===== config.mk =====
export PLATFORM = sky130hd
export DESIGN_NAME = ddd_rat_seq
export DESIGN_NICKNAME = d
export VERILOG_FILES = /design/src/rtl/ddd_rat_seq.sv
export SDC_FILE = /design/constraint.sdc
export NUM_CORES = 1
export LEC_CHECK = 0
export CAP_MARGIN = 40
export CORE_UTILIZATION = 29
export CTS_CLUSTER_DIAMETER = 50
export DETAILED_ROUTE_END_ITERATION = 8
export GPL_TIMING_DRIVEN = 0
export PLACE_DENSITY = 0.58
export SLEW_MARGIN = 20
export SYNTH_ARGS = -nofsm -noshare
export SYNTH_HDL_FRONTEND = slang
export SYNTH_SLANG_ARGS = --single-unit

===== constraint.sdc =====
create_clock -name clock -period 5.4 [get_ports clock]
set_clock_uncertainty 0.05 [all_clocks]
set_input_delay 0.81 -clock clock [delete_from_list [all_inputs] [get_ports clock]]
set_output_delay 0.81 -clock clock [all_outputs]
set_load 0.03 [all_outputs]

===== src/rtl/ddd_rat_seq.sv =====
// Delay-chip programming sequencer: shadows VME settings, applies them on a start
// trigger, handshakes with the programmer and retries or halts on verify failure.
module ddd_rat_seq (
  input  logic        clock,
  input  logic        global_reset,
  input  logic        wr_en,
  input  logic [19:0] wr_data,
  input  logic        cmd_go,
  input  logic        auto_en,
  input  logic [2:0]  retry_max,
  input  logic        ddd_busy,
  input  logic        ddd_verify_ok,
  output logic        ddd_start,
  output logic [3:0]  oe,
  output logic [3:0]  delay_ch0,
  output logic [3:0]  delay_ch1,
  output logic [3:0]  delay_ch2,
  output logic [3:0]  delay_ch3,
  output logic        done,
  output logic        fail,
  output logic        timeout,
  output logic [2:0]  retry_cnt,
  output logic        pending
);

  localparam logic [2:0] IDLE   = 3'd0;
  localparam logic [2:0] REQ    = 3'd1;
  localparam logic [2:0] RUN    = 3'd2;
  localparam logic [2:0] SETTLE = 3'd3;
  localparam logic [2:0] CHECK  = 3'd4;
  localparam logic [2:0] HALT   = 3'd5;

  localparam logic [9:0] WDOG_MAX  = 10'd1023;
  localparam logic [2:0] RETRY_SAT = 3'd7;

  logic [2:0]  state;
  logic [2:0]  state_nxt;
  logic [19:0] shadow;
  logic [19:0] load_data;
  logic [9:0]  wdog;
  logic        settle_cnt;
  logic        trigger;
  logic        wdog_expired;
  logic        in_handshake;
  logic        retry_ok;

  assign trigger      = cmd_go | (auto_en & pending);
  // A write coinciding with the trigger must be the one that gets applied.
  assign load_data    = wr_en ? wr_data : shadow;
  assign wdog_expired = (wdog == WDOG_MAX);
  assign in_handshake = (state == REQ) || (state == RUN);
  assign retry_ok     = (retry_cnt < retry_max);

  always_comb begin
    state_nxt = state;
    case (state)
      IDLE:    if (trigger) state_nxt = REQ;
      REQ: begin
        if (wdog_expired)  state_nxt = HALT;
        else if (ddd_busy) state_nxt = RUN;
      end
      RUN: begin
        if (wdog_expired)   state_nxt = HALT;
        else if (!ddd_busy) state_nxt = SETTLE;
      end
      SETTLE:  if (settle_cnt) state_nxt = CHECK;
      CHECK: begin
        if (ddd_verify_ok) state_nxt = IDLE;
        else if (retry_ok) state_nxt = REQ;
        else               state_nxt = HALT;
      end
      HALT:    if (cmd_go) state_nxt = IDLE;
      default: state_nxt = IDLE;
    endcase
  end

  always_ff @(posedge clock) begin
    if (global_reset) begin
      state      <= IDLE;
      ddd_start  <= 1'b0;
      settle_cnt <= 1'b0;
    end else begin
      state      <= state_nxt;
      ddd_start  <= (state_nxt == REQ);
      settle_cnt <= (state == SETTLE) ? ~settle_cnt : 1'b0;
    end
  end

  // The pending clear on a trigger is placed after the write so it wins.
  always_ff @(posedge clock) begin
    if (global_reset) begin
      shadow    <= 20'd0;
      pending   <= 1'b0;
      oe        <= 4'd0;
      delay_ch3 <= 4'd0;
      delay_ch2 <= 4'd0;
      delay_ch1 <= 4'd0;
      delay_ch0 <= 4'd0;
    end else begin
      if (wr_en) begin
        shadow  <= wr_data;
        pending <= 1'b1;
      end
      if (state == IDLE && trigger) begin
        oe        <= load_data[19:16];
        delay_ch3 <= load_data[15:12];
        delay_ch2 <= load_data[11:8];
        delay_ch1 <= load_data[7:4];
        delay_ch0 <= load_data[3:0];
        pending   <= 1'b0;
      end
    end
  end

  always_ff @(posedge clock) begin
    if (global_reset) begin
      wdog <= 10'd0;
    end else if (state == IDLE && trigger) begin
      wdog <= 10'd0;
    end else if (state == CHECK && !ddd_verify_ok && retry_ok) begin
      wdog <= 10'd0;
    end else if (in_handshake && !wdog_expired) begin
      if (state == REQ && ddd_busy) wdog <= 10'd0;
      else                          wdog <= wdog + 10'd1;
    end
  end

  // done and fail are set on exclusive paths and both cleared at sequence start.
  always_ff @(posedge clock) begin
    if (global_reset) begin
      done      <= 1'b0;
      fail      <= 1'b0;
      timeout   <= 1'b0;
      retry_cnt <= 3'd0;
    end else begin
      case (state)
        IDLE: begin
          if (trigger) begin
            done      <= 1'b0;
            fail      <= 1'b0;
            timeout   <= 1'b0;
            retry_cnt <= 3'd0;
          end
        end
        REQ, RUN: begin
          if (wdog_expired) begin
            timeout <= 1'b1;
            fail    <= 1'b1;
            done    <= 1'b0;
          end
        end
        CHECK: begin
          if (ddd_verify_ok) begin
            done <= 1'b1;
            fail <= 1'b0;
          end else if (retry_ok) begin
            if (retry_cnt != RETRY_SAT) retry_cnt <= retry_cnt + 3'd1;
          end else begin
            fail <= 1'b1;
            done <= 1'b0;
          end
        end
        default: ;
      endcase
    end
  end

endmodule


# --- After elaboration in Yosys (flattened, before gate mapping) ---
# Index checks and enable logic that the tools add are counted.
classes:
  add_sub_neg: 2
  magnitude_cmp: 1
  eq_ne: 14
  mux: 27
  bitwise: 4
  n_reduce_logical: 19
ops:
  columns: ["cell", "count"]
  rows:
  - ["$mux 3", 13]
  - ["$mux 20", 1]
  - ["$pmux 3 s6", 1]
  - ["$add 10x1->10 const B", 1]
  - ["$eq 10x10->1 const B", 1]
  - ["$mux 10", 1]
  - ["$ne 2x2->1 const B", 4]
  - ["$mux 1", 7]
  - ["$eq 3x1->1 const B", 2]
  - ["$eq 3x2->1 const B", 2]
  - ["$eq 3x3->1 const B", 2]
  - ["$ne 3x3->1 const B", 2]
  - ["$pmux 1 s3", 2]
  - ["$pmux 3 s2", 1]
  - ["$reduce_or 2->1", 3]
  - ["$logic_and 1x1->1", 5]
  - ["$reduce_and 5->1", 1]
  - ["$reduce_and 4->1", 1]
  - ["$reduce_bool 2->1", 2]
  - ["$add 3x1->3 const B", 1]
  - ["$logic_not 3->1", 1]
  - ["$lt 3x3->1", 1]
  - ["$reduce_and 3->1", 1]
  - ["$reduce_bool 3->1", 1]
  - ["other kinds (8)", 10]
totals:
  reg_bits: 62
  in_bits: 30
  output_inout_bits: 28
  wordCells: 82

# --- Depth between registers and ports, before layout ---
logic_depth:
  ltp_word: 5
  depth_mapped: 6
  ltp_nobuf: 6

# --- Least setup slack after synthesis ---
# OpenSTA, ideal clock, no wires.
synth_path:
  path_kind: "input -> register"
  startpoint: "input retry_max[2]"
  endpoint: "register ddd_start"
  setup_ns: 0.060
  arrival_time_ns: 1.994
  required_time_ns: 5.290
  slack_ns: 3.296
  stages: 6
  cell_sequence: "inv_1 -> ha_1 -> a21oi_1 -> o21ai_0 -> a221oi_1 -> o2111a_1"
synth_between:
  elab_chain_len: 5
synth_rtl:
  columns: ["element", "line", "text"]
  rows:
  - ["start, declared", "10", "input logic [2:0] retry_max,"]
  - ["$lt 3x3->1", "52", "assign retry_ok = (retry_cnt < retry_max);"]
  - ["$mux 3", "69", "else if (retry_ok) state_nxt = REQ;"]
  - ["$mux 3", "68", "if (ddd_verify_ok) state_nxt = IDLE;"]
  - ["$pmux 3 s6", "56", "case (state)"]
  - ["$eq 3x1->1", "84", "ddd_start <= (state_nxt == REQ);"]
  - ["end signal, assigned", "84", null]
  - ["end, declared", "13", "output logic ddd_start,"]
# Every way passes these cells.
# A chain may end at the register's enable or synchronous reset.

# --- Worst setup path in the final report ---
layout_path:
  startpoint: "input retry_max[2]"
  endpoint: "register wdog[8]"
layout_between:
  elab_chain_len: 3
layout_rtl:
  columns: ["element", "line", "text"]
  rows:
  - ["$lt 3x3->1", "52", null]
  - ["$logic_and 1x1->1", "120", "end else if (state == CHECK && !ddd_verify_ok && retry_ok) begin"]
  - ["$reduce_or 3->1 (no line)", null, null]
  - ["end signal, assigned", "124", "else wdog <= wdog + 10'd1;"]
  - ["end, declared", "40", "logic [9:0] wdog;"]
# Every way passes these cells.

==> results.json <==
{
  "max_stage_delay_ns": 0.47,
  "core_um2": 8680,
  "p_switching_uw": 370,
  "yosysUniqueCellTypes": 47,
  "dpl-instance-area_um2": 3270,
  "place_congestion": 0.824,
  "worstPathCellList": "clkdlybuf4s50_1 > inv_1 > ha_1 > a21oi_1 > o21ai_0 > o21ai_2 > a2111oi_0",
  "min_to": "oe[3]",
  "cts_root_buf": "clkbuf_8",
  "grt_pass1_wl_um": 10300,
  "clock_power_share": 0.348,
  "drtAntennaViolNets": 0,
  "critPathLaunch": "retry_max[2]",
  "switching_share": 0.306,
  "drc": 0,
  "status": "completed",
  "io_buffers": 55,
  "ys.flop_type": "dfxtp_1",
  "yosysTopAreaCell": "dfxtp_1",
  "p_seq_frac": 0.431,
  "p_leak_uw": 0.00138,
  "path_class": "in -> reg",
  "postSynth.asyncResetShare": 0,
  "rows": 34,
  "cts.path.max_buffers": 2,
  "cts_buffers": 9,
  "hold_violations": 0,
  "finalCriticalPeriod_ns": 2.48,
  "cts_sinks": 62,
  "areaGrowthSynthToFinish_pct": 34.9,
  "r2r_slack_ns": 3.28,
  "dp.cells": 428,
  "comb_power_share": 0.221,
  "r2r-end": "wdog[8]",
  "wire_per_inst_um": 14.0,
  "antenna_found_initial": 0,
  "min_from": "oe[3]",
  "hold_depth": 1,
  "syn_area_per_cell_um2": 9.75,
  "ys_ff_latch": 62,
  "cp_data_arrival_time_ns": 2.63,
  "drive_gt1_frac": 0.0742,
  "tightest_slew_ns": 0.760,
  "cap_viol_max_count": 0,
  "setup_violations": 0,
  "cts_tree": "built",
  "ys.warnings.count": 0,
  "ir_drop_uv": 154,
  "fin_nets": 367,
  "fin_cells": 445,
  "powerDensity_nw_per_um2": 347,
  "firstDrtPassIters": 4,
  "synth_edf_count": 0,
  "stdcell_area_um2": 3470,
  "clk_latency_ns": 0.34,
  "required_ns": 5.55,
  "grt_max_degree": 14,
  "hold_slack_ns": 0.437,
  "first_global_vias": 2175,
  "ys_seq_area_frac": 0.482,
  "max_slew_margin": 0.493,
  "timing.fmax_mhz": 403,
  "crit_path_end_kind": "flip-flop",
  "synth_top_area_frac": 0.482,
  "overflow": 0,
  "die_h_um": 96.2,
  "rr_worst_depth": 4,
  "via_per_inst": 4.93,
  "cp_slowest_cell": "clkdlybuf4s50_1",
  "final_core_util": 0.400,
  "clkTransAtPathRegs_ns": 0.07,
  "post_cts_buffers": 0,
  "diodes": 0,
  "final.setup.tns_ns": 0,
  "grt_usage": 0.148,
  "p_int_uw": 837,
  "synthesis.nets": 299,
  "hp-class": "reg -> reg",
  "boundaryPins": 58,
  "die_w_um": 96.2,
  "rsz0062_at_grt": "no",
  "holdBufCountCts": 0,
  "htree_levels": 3,
  "syn_area_um2": 2570,
  "synth_cells": 264,
  "ctsResizeCount": 0,
  "r2r_start": "state[2]",
  "period_share": 0.459,
  "wl_um": 6210,
  "start_util": 0.297,
  "slew_violations": 0,
  "synth_area_leaders": "dfxtp_1 48%, mux2i_1 8.9%, o22a_1 6.8%, nor2_1 4.1%, ha_1 2.4%",
  "worstPathMaxFanout": 10,
  "first_iter_violations": 104,
  "routed-via-count": 2193,
  "dieArea_um2": 9260,
  "crit_path_start_kind": "input port",
  "hpwl_um": 4390
}
## routing by layer
metal / up-vias / global-route usage / part of all wire
li1: 1122 / - / -
met5: - / 0 / 0
met1: 1027 / 0.184 / 0.47
met2: 39 / 0.235 / 0.47
met4: 0 / 0.0410 / 0.0089
met3: 5 / 0.0577 / 0.048
## worst max-delay path, delay by kind of cell
family	cells	cell delay (ns)
compound gates	4	1.01
buf+inv	2	0.51
fa+ha+maj	1	0.29
## synthesized netlist by cell type, types with 2 or more instances
master and instances:
nand3_1 11, buf_1 2, nor3_1 3, nor3b_1 2, inv_1 7, o22a_1 20, o211ai_1 5, or4_1 6
ha_1 5, a211oi_1 2, dfxtp_1 62, o21a_1 4, nor2_1 28, o21ai_0 5, a21oi_1 11, a221oi_1 2
a21o_1 2, or3_1 5, clkbuf_1 15, o31ai_1 2, mux2i_1 23, nand2_1 12, a31oi_1 6
## per-stage QoR
stage / worst slack, ns / total power [uW]
2_1_floorplan: 3.30 / 690
3_3_place_gp: 2.54 / 796
3_5_place_dp: 2.54 / 798
4_1_cts: 2.90 / 1230
5_1_grt: 2.74 / 1270
6_report: 2.92 / 1210
## state kept, by name, indices dropped and copies added, names as in the netlist
name        count
delay_ch2       4
delay_ch0       4
oe              4
state           3
wdog           10
ddd_start       1
shadow         20
retry_cnt       3
delay_ch3       4
done            1
fail            1
timeout         1
settle_cnt      1
pending         1
delay_ch1       4
## logic make-up (layout without fill, tap and decap cells)
logic type | Yosys count | in the layout | synth area share
AO/OA/AOI/OAI | 68 | 68 | 0.198
XOR/XNOR | 1 | 1 | 0.00340
adder cells (fa/ha/maj) | 5 | 5 | 0.0243
buffers and inverters | 25 | 98 | 0.0379
flip-flops | 62 | 62 | 0.482
multiplexers | 24 | 24 | 0.0938
AND/OR/NAND/NOR | 79 | 79 | 0.160
## power groups by stage
stage	Combinational, uW	Sequential, uW	Clock [uW]
after floorplan	104	586	0
after global placement	266	531	0
after detailed placement	267	530	0
after CTS	269	520	436
after global routing	287	525	459
final	266	520	420
## cell type report
type / instances / area (um^2)
fill: 912 / 5200
clock buffer: 9 / 124
timing repair buffer: 57 / 561
tap: 108 / 135
sequential: 62 / 1240
inverter: 7 / 26.3
multi-input combinational: 177 / 1240
clock inverter: 7 / 80.1
buffer: 18 / 71.3
## worst max path at each step
stage / cells after the start / to
3_5_place_dp: 7 / wdog[8]
4_1_cts: 7 / wdog[8]
5_1_grt: 7 / wdog[8]
2_1_floorplan: 6 / ddd_start
3_3_place_gp: 7 / wdog[8]
6_report: 7 / wdog[8]
## placed cells by master, fill, tap and decap left out, types with 3 or more instances in the layout
master | synthesis | routed
o22a_1 | 20 | 20
o211ai_1 | 5 | 5
or3_1 | 5 | 5
a21oi_1 | 11 | 11
dfxtp_1 | 62 | 62
mux2i_1 | 23 | 23
a31oi_1 | 6 | 6
inv_1 | 7 | 7
inv_6 | 0 | 3
clkbuf_1 | 15 | 15
or4_1 | 6 | 6
o21ai_0 | 5 | 5
o21a_1 | 4 | 4
nor3_1 | 3 | 3
nor2_1 | 28 | 28
clkbuf_8 | 0 | 9
clkdlybuf4s50_1 | 0 | 55
nand2_1 | 12 | 12
ha_1 | 5 | 5
nand3_1 | 11 | 11
Power figures use the tool's default switching activity.
